===== src/rtl/host_bridge_pkg.sv =====
// host_bridge_pkg: shared types and constants for the host byte bridge.
//   state_t       - bridge FSM states
//   CMD_WR_BIT    - command byte bit selecting write (1) or read (0)
//   BYTES_PER_REG - byte lanes per 32-bit register
//   LANE_LAST     - index of the final byte lane in a frame
package host_bridge_pkg;

  typedef enum logic [1:0] {
    IDLE    = 2'd0,
    WR_DATA = 2'd1,
    RD_LOAD = 2'd2,
    RD_SEND = 2'd3
  } state_t;

  localparam int unsigned CMD_WR_BIT    = 7;
  localparam int unsigned BYTES_PER_REG = 4;
  localparam logic [1:0]  LANE_LAST     = 2'd3;

endpackage


===== src/rtl/host_bridge_timer.sv =====
// host_bridge_timer: loadable down-counter with a registered expiry pulse.
// The pulse appears exactly CYCLES cycles after the cycle in which load was
// asserted, provided en stays high and no further load occurs. CYCLES >= 2.
// Ports:
//   clk, rst  - clock, synchronous active-high reset
//   load      - restart the count
//   en        - count enable
//   expired   - one-cycle registered expiry pulse
module host_bridge_timer #(
  parameter int unsigned CYCLES = 1024
) (
  input  logic clk,
  input  logic rst,
  input  logic load,
  input  logic en,
  output logic expired
);

  localparam int unsigned CW = $clog2(CYCLES + 1);

  logic [CW-1:0] cnt;

  // Count down to zero; the pulse is registered on the 1->0 step.
  always_ff @(posedge clk) begin
    if (rst) begin
      cnt     <= '0;
      expired <= 1'b0;
    end else begin
      expired <= 1'b0;
      if (load) begin
        cnt <= CW'(CYCLES - 1);
      end else if (en && (cnt != '0)) begin
        cnt <= cnt - CW'(1);
        if (cnt == CW'(1)) expired <= 1'b1;
      end
    end
  end

endmodule


===== src/rtl/host_byte_bridge.sv =====
// host_byte_bridge: host byte-stream command decoder for a byte-enable
// register bank. A command byte (bit 7 = write, low bits = register index)
// is followed by four data bytes (writes) or returns four bytes on the tx
// stream (reads), LSB lane first.
// Optional inter-byte write timeout compiled in with HOST_BRIDGE_TIMEOUT_EN.
// Ports:
//   clk, rst             - clock, synchronous active-high reset
//   rx_valid/rx_data/rx_ready - host byte input stream
//   tx_valid/tx_data/tx_ready - read byte output stream
//   reg_addr, byte_sel   - register index and byte lane
//   byte_wdata, reg_we   - write byte and one-cycle write strobe
//   byte_rdata           - combinational read of the selected lane
//   busy                 - FSM not in IDLE
//   timeout              - one-cycle pulse when a write frame is aborted
module host_byte_bridge
  import host_bridge_pkg::*;
#(
  parameter int unsigned ADDR_WIDTH     = 3,
  parameter int unsigned TIMEOUT_CYCLES = 1024
) (
  input  logic                  clk,
  input  logic                  rst,
  input  logic                  rx_valid,
  input  logic [7:0]            rx_data,
  output logic                  rx_ready,
  output logic                  tx_valid,
  output logic [7:0]            tx_data,
  input  logic                  tx_ready,
  output logic [ADDR_WIDTH-1:0] reg_addr,
  output logic [1:0]            byte_sel,
  output logic [7:0]            byte_wdata,
  output logic                  reg_we,
  input  logic [7:0]            byte_rdata,
  output logic                  busy,
  output logic                  timeout
);

  state_t     state;
  logic [1:0] lane;      // next write lane to be accepted
  logic       rx_fire;
  logic       tx_fire;
  logic       abort;

  assign rx_fire = rx_valid && rx_ready;
  assign tx_fire = tx_valid && tx_ready;

`ifdef HOST_BRIDGE_TIMEOUT_EN
  logic tmr_load;
  logic tmr_en;
  logic tmr_expired;

  // Restart on the write command and on every accepted data byte.
  assign tmr_load = rx_fire &&
                    (((state == IDLE) && rx_data[CMD_WR_BIT]) || (state == WR_DATA));
  assign tmr_en   = (state == WR_DATA);

  host_bridge_timer #(
    .CYCLES (TIMEOUT_CYCLES)
  ) u_timer (
    .clk     (clk),
    .rst     (rst),
    .load    (tmr_load),
    .en      (tmr_en),
    .expired (tmr_expired)
  );

  // A byte presented in the abort cycle itself is dropped with the frame.
  assign abort   = tmr_expired && (state == WR_DATA);
  assign timeout = tmr_expired;
`else
  logic unused_timeout_cfg;
  assign unused_timeout_cfg = ^TIMEOUT_CYCLES;
  assign abort   = 1'b0;
  assign timeout = 1'b0;
`endif

  // Bridge FSM with registered outputs.
  always_ff @(posedge clk) begin
    if (rst) begin
      state      <= IDLE;
      lane       <= 2'd0;
      rx_ready   <= 1'b0;
      tx_valid   <= 1'b0;
      tx_data    <= 8'd0;
      reg_addr   <= '0;
      byte_sel   <= 2'd0;
      byte_wdata <= 8'd0;
      reg_we     <= 1'b0;
      busy       <= 1'b0;
    end else begin
      reg_we <= 1'b0;
      case (state)
        IDLE: begin
          rx_ready <= 1'b1;
          if (rx_fire) begin
            reg_addr <= rx_data[ADDR_WIDTH-1:0];
            byte_sel <= 2'd0;
            lane     <= 2'd0;
            busy     <= 1'b1;
            if (rx_data[CMD_WR_BIT]) begin
              state <= WR_DATA;
            end else begin
              state    <= RD_LOAD;
              rx_ready <= 1'b0;
            end
          end
        end

        WR_DATA: begin
          if (abort) begin
            state <= IDLE;
            busy  <= 1'b0;
          end else if (rx_fire) begin
            // byte_sel tracks the lane being strobed, lane the next one.
            byte_wdata <= rx_data;
            byte_sel   <= lane;
            reg_we     <= 1'b1;
            lane       <= lane + 2'd1;
            if (lane == LANE_LAST) begin
              state <= IDLE;
              busy  <= 1'b0;
            end
          end
        end

        RD_LOAD: begin
          tx_data  <= byte_rdata;
          tx_valid <= 1'b1;
          state    <= RD_SEND;
        end

        RD_SEND: begin
          if (tx_fire) begin
            tx_valid <= 1'b0;
            if (byte_sel == LANE_LAST) begin
              state    <= IDLE;
              busy     <= 1'b0;
              rx_ready <= 1'b1;
            end else begin
              byte_sel <= byte_sel + 2'd1;
              state    <= RD_LOAD;
            end
          end
        end

        default: state <= IDLE;
      endcase
    end
  end

endmodule


===== config.mk =====
export PLATFORM = sky130hd
export DESIGN_NAME = host_byte_bridge
export DESIGN_NICKNAME = d
export VERILOG_FILES = /design/src/rtl/host_bridge_pkg.sv /design/src/rtl/host_bridge_timer.sv /design/src/rtl/host_byte_bridge.sv
export SDC_FILE = /design/constraint.sdc
export NUM_CORES = 1
export LEC_CHECK = 0
export ABC_AREA = 1
export CELL_PAD_IN_SITES_DETAIL_PLACEMENT = 2
export CELL_PAD_IN_SITES_GLOBAL_PLACEMENT = 2
export CORE_AREA = 2 2 61 63
export CTS_BUF_LIST = sky130_fd_sc_hd__clkbuf_4 sky130_fd_sc_hd__clkbuf_8
export DETAILED_ROUTE_END_ITERATION = 10
export DIE_AREA = 0 0 63 65
export DONT_BUFFER_PORTS = 1
export PLACE_DENSITY_LB_ADDON = 0.08
export SYNTH_ARGS = -nofsm -noshare
export SYNTH_HDL_FRONTEND = slang
export SYNTH_HIERARCHICAL = 1
export SYNTH_SLANG_ARGS = --single-unit
export TNS_END_PERCENT = 30

===== constraint.sdc =====
create_clock -name clk -period 2 [get_ports clk]
set_input_delay 0.2 -clock clk [delete_from_list [all_inputs] [get_ports clk]]
set_output_delay 0.2 -clock clk [all_outputs]
set_load 0.02 [all_outputs]

Yosys cells after proc, flatten, opt, wreduce, memory -nomap -nowiden
Cells that the tools add are included.
Word-level totals
  register bits: 29
  input port bits: 20
  output and inout port bits: 26
Cells by class
  reduce and logical (&&, ||, !) cells: 16
  equality and inequality tests: 11
  bitwise gates (word level): 1
  add/subtract/negate cells: 2
  muxes and demuxes: 28
Operator list (count)
  $mux W2: 11
  $ne A2 B2 Y1 const B: 6
  $mux W1: 11
  $eq A2 B2 Y1 const B: 4
  $pmux W2 S4: 1
  $pmux W2 S3: 1
  $reduce_and A2 Y1: 3
  $reduce_and A3 Y1: 2
  $reduce_and A6 Y1: 1
  $reduce_bool A2 Y1: 3
  $reduce_and A5 Y1: 1
  $add A2 B1 Y2 const B: 2
  $pmux W1 S2: 2
  $pmux W2 S2: 1
  $reduce_and A4 Y1: 1
  $pmux W1 S3: 1
  $reduce_bool A3 Y1: 1
  $eq A2 B1 Y1 const B: 1
  $logic_and A1 B1 Y1: 2
  $logic_not A2 Y1: 1
  $reduce_or A2 Y1: 1
  $not A1 Y1: 1

Longest topological paths before layout
  depth in word-level cells: 4
  mapped depth: 7
  mapped depth without buffers: 7

Least setup slack after synthesis
OpenSTA, ideal clock, no wires.
  path type: register -> register
  start point: register rx_ready
  end point: register byte_sel[1]
  setup time: 116 ps
  stages on the path, launching flop included: 6
  data required time: 1884 ps
  setup slack: 832 ps
  arrival: 1053 ps
  cell sequence: dfxtp_1 -> nand2_1 -> nor2_1 -> o21ai_2 -> o21ai_0 -> nor2_1
On the way
  longest elaborated chain between the ends: 3
Ends and longest elaborated chain
  from (decl): line host_byte_bridge.sv:25  | output logic rx_ready,
  from (signal assigned): line host_byte_bridge.sv:82  | rx_ready <= 1'b0;
  from (signal assigned): line host_byte_bridge.sv:94  | rx_ready <= 1'b1;
  from (signal assigned): line host_byte_bridge.sv:104  | rx_ready <= 1'b0;
  $logic_and A1 B1 Y1 (*): line host_byte_bridge.sv:44  | assign rx_fire = rx_valid && rx_ready;
  $ne A2 B2 Y1 (no line)
  $reduce_and A5 Y1 (no line) (*)
  to (signal assigned): line host_byte_bridge.sv:116  | byte_sel <= lane;
  to (signal assigned): line host_byte_bridge.sv:140  | byte_sel <= byte_sel + 2'd1;
  to (decl): line host_byte_bridge.sv:30  | output logic [1:0] byte_sel,
Mark *: on every way between the ends. The rest lies on a longest branch, timed or not.
A chain may end at the register's enable or synchronous reset.

Worst setup path in the final report
  start point: register rx_ready
  end point: register byte_wdata[4]
On the way
  longest elaborated chain between the ends: 2
Ends and longest elaborated chain
  $logic_and A1 B1 Y1: line host_byte_bridge.sv:44
  $reduce_and A2 Y1 (no line)
  to (signal assigned): line host_byte_bridge.sv:115  | byte_wdata <= rx_data;
  to (decl): line host_byte_bridge.sv:31  | output logic [7:0] byte_wdata,
No other way between the ends.

==> results.rst <==
.. list-table::
   :header-rows: 1

   * - Metric
     - Value
   * - Die Wd
     - 63 µm
   * - Wire length of the first global-routing pass
     - 5271 µm
   * - Number of buffers inserted during clock tree synthesis
     - 5
   * - Post-layout min period
     - 1446 ps
   * - Height of the die
     - between 60 and 70 µm
   * - CP max FO
     - 10
   * - Number of synthesized register bits
     - 29
   * - Power per cell area
     - 871.5 nW/µm²
   * - Slew at the pin closest to its max-slew limit
     - 607.1 ps
   * - Syn-to-layout area delta
     - 10.65%
   * - Number of violations of the max-capacitance limit
     - 0
   * - Grt ovf
     - 0
   * - Number of H-tree branching levels
     - 2
   * - Starting density of the core
     - 33.61%
   * - Vias per Instance
     - 4.879
   * - Worst R2R Start
     - rx_ready$_SDFFE_PP0P_
   * - Fmax achieved
     - 691.6 MHz
   * - Detailed Route WL
     - 3157 µm
   * - Hold violation count in the final report
     - 0
   * - Required arrival time at the worst endpoint
     - 2230 ps
   * - Final number of setup-violating endpoints
     - 0
   * - Number of slew-limit violations in the final report
     - 0
   * - Worst Reg-to-Reg Cells
     - 5
   * - Maximum clock path buffer count
     - 2
   * - Worst Clk Skew
     - 11.05 ps
   * - First element of the critical path
     - rx_ready$_SDFFE_PP0P_
   * - Fin crit share
     - 72.30%
   * - Antenna violation net count after detailed routing
     - 0
   * - Diodes inserted
     - 0
   * - Count of routing violations after the opening detailed-route iteration
     - 31
   * - Number of instances on the worst hold path
     - 2
   * - Cell variety after synth
     - 20
   * - Ratio of cells with drive above 1 in the final layout
     - 7.784%
   * - Total core area
     - about 3500 µm²
   * - Arrival time reported for the critical path endpoint
     - roughly 1700 ps
   * - RSZ-0062 raised after global routing
     - no
   * - Layout net count
     - 188
   * - Antenna violations before repair
     - 0
   * - Cell chosen for the clock root
     - clkbuf_4
   * - Std cell rows
     - 22
   * - Overall Global Routing Usage
     - between 10% and 20%
   * - Post-CTS clock slew at the launch and capture registers of the worst setup and hold paths
     - 100 ps
   * - Category of the worst setup path launch point
     - register
   * - Total vias in the final route
     - 1049
   * - Area of the die
     - between 4000 and 5000 µm²
   * - DR WL/cell
     - 14.68 µm
   * - Utilization after layout
     - 37.19%
   * - Endpoint type of the worst setup path
     - register
   * - Post-synth net total
     - 182
   * - Final weighted congestion in routability-driven placement
     - 0.8064
   * - Worst ir drop on vdd
     - around 0.00036 V
   * - HPWL Detailed
     - 2320 µm
   * - Sequential cell area fraction in the yosys report
     - 49.41%
   * - Clock insertion delay at the later pin of the skew report
     - 330 ps
   * - Detailed-route DRC error count
     - 0
   * - Instance count of the mapped netlist
     - 160
   * - Average cell area after synthesis
     - 7.343 µm²
   * - Type of the tightest min-delay check
     - primary input to register
   * - First-pass DRT Iterations
     - 4
   * - Vias in the first global route
     - 1176
   * - Run status
     - complete, no violations
   * - Yosys warnings
     - 6
   * - Pin count of the biggest net entering global routing
     - 25
   * - Static leakage power
     - 0.5717 nW
   * - Origin of the worst min-delay path
     - rx_data[0]
   * - Number of sinks driven by the clock tree
     - 29
   * - Start-to-end type of the worst setup path
     - register to register
   * - CTS tree
     - done
   * - Worst relative slew slack
     - between 50 and 60%
   * - Final sum of negative setup slack
     - 0 ps
   * - Port buffer count
     - 0
   * - Number of primary I/O pins
     - 46
   * - Mapped cell area
     - 1175 µm²
metal layers:
layer	track usage [%]	wire (µm)	share of wire, %
met2	31.25	1699	54
met5	0	0	0
met1	17.13	1190	38
met4	6.667	30	0.95
met3	5.556	236	7.5
flip-flops by register name (all words and copies together), names as in the netlist, 2 cells and up:
register    count
byte_sel        2
byte_wdata      8
lane            2
reg_addr        3
state           2
tx_data         8
synthesized netlist by cell type, drive strengths merged:
master | n | area, µm²
nand3 | 6 | 30.03
o21a | 1 | 7.510
nand2 | 18 | 70.07
inv | 16 | 60.05
conb | 1 | 3.750
nand4 | 1 | 6.260
o21bai | 1 | 7.510
dfxtp | 29 | 580.6
clkbuf | 2 | 7.510
buf | 2 | 12.51
o21ai | 24 | 123.9
nor2 | 49 | 198.9
a21oi | 7 | 35.03
ha | 2 | 25.02
o22ai | 1 | 6.260
metrics by stage:
stage | instance area [µm²] | hold slack, ps | cells | total power [W] | setup slack [ps]
final | 1300 | 9.354 | 215 | 0.001133 | 554.0
after global routing | 1300 | 15.90 | 215 | 0.001197 | 389.1
after CTS | 1300 | 7.179 | 215 | 0.001150 | 553.1
after detailed placement | 1215 | 273.8 | 204 | 0.0007873 | 564.8
after global placement | 1215 | 272.0 | 204 | 0.0007790 | 632.7
after floorplan | 1175 | 269.1 | 160 | 0.0007597 | 831.5
power breakdown:
group,switching (W),internal (W),total (W),leakage (nW)
registers,0.0000581,0.000608,0.000666,0.236
clock network,0.000209,0.000147,0.000356,0.0354
logic,0.0000717,0.0000391,0.000111,0.300
cells in the final DEF, fill, tap and decap left out:
cell | Yosys | final
nor2_1 | 47 | 47
dfxtp_1 | 29 | 29
o21ai_0 | 23 | 23
nand2_1 | 17 | 17
inv_1 | 15 | 15
a21oi_1 | 7 | 7
nand3_1 | 6 | 6
clkbuf_4 | 0 | 6
dlygate4sd3_1 | 0 | 3
nor2_4 | 2 | 2
ha_1 | 2 | 2
clkinv_2 | 0 | 2
inv_2 | 1 | 1
nand2_2 | 1 | 1
nand4_1 | 1 | 1
o21ai_2 | 1 | 1
o21bai_1 | 1 | 1
o21a_1 | 1 | 1
o22ai_1 | 1 | 1
conb_1 | 1 | 1
cell type report:
cell class / instances / area [µm²]
inverter: 16 / 60.06
timing repair buffer: 3 / 30.03
clock inverter: 2 / 10.01
sequential: 29 / 580.6
fill: 443 / 2196
tap: 48 / 60.06
clock buffer: 6 / 45.04
multi-input combinational: 111 / 514.2
what timing repair did:
item                      in CTS  in global routing
setup buffers                  0                  0
gates resized for setup        0                  0
hold endpoints to repair       6                  0
hold buffers                   3                  0
worst paths after layout:
check	end	slack, ps
setup reg to reg	byte_wdata[4]$_SDFFE_PP0P_	550
hold / removal	byte_wdata[0]$_SDFFE_PP0P_	9
hold reg to reg	lane[1]$_SDFFE_PP0P_	520
setup / recovery	byte_wdata[4]$_SDFFE_PP0P_	550
logic make-up after synthesis:
group | share of synthesized area (%)
compound gates | 15.34
fa+ha+maj | 2.130
buf+inv | 6.815
flops | 49.41
other cells | 0.3192
simple gates | 25.99
worst max-delay path, stage by stage, from the launching register on:
cell	delay, ps
dfxtp_1	470
nand2_1	230
nor2_4	280
inv_2	150
nor2_1	150
nor2_1	70
Note: power is estimated with default switching activity, not from simulation.
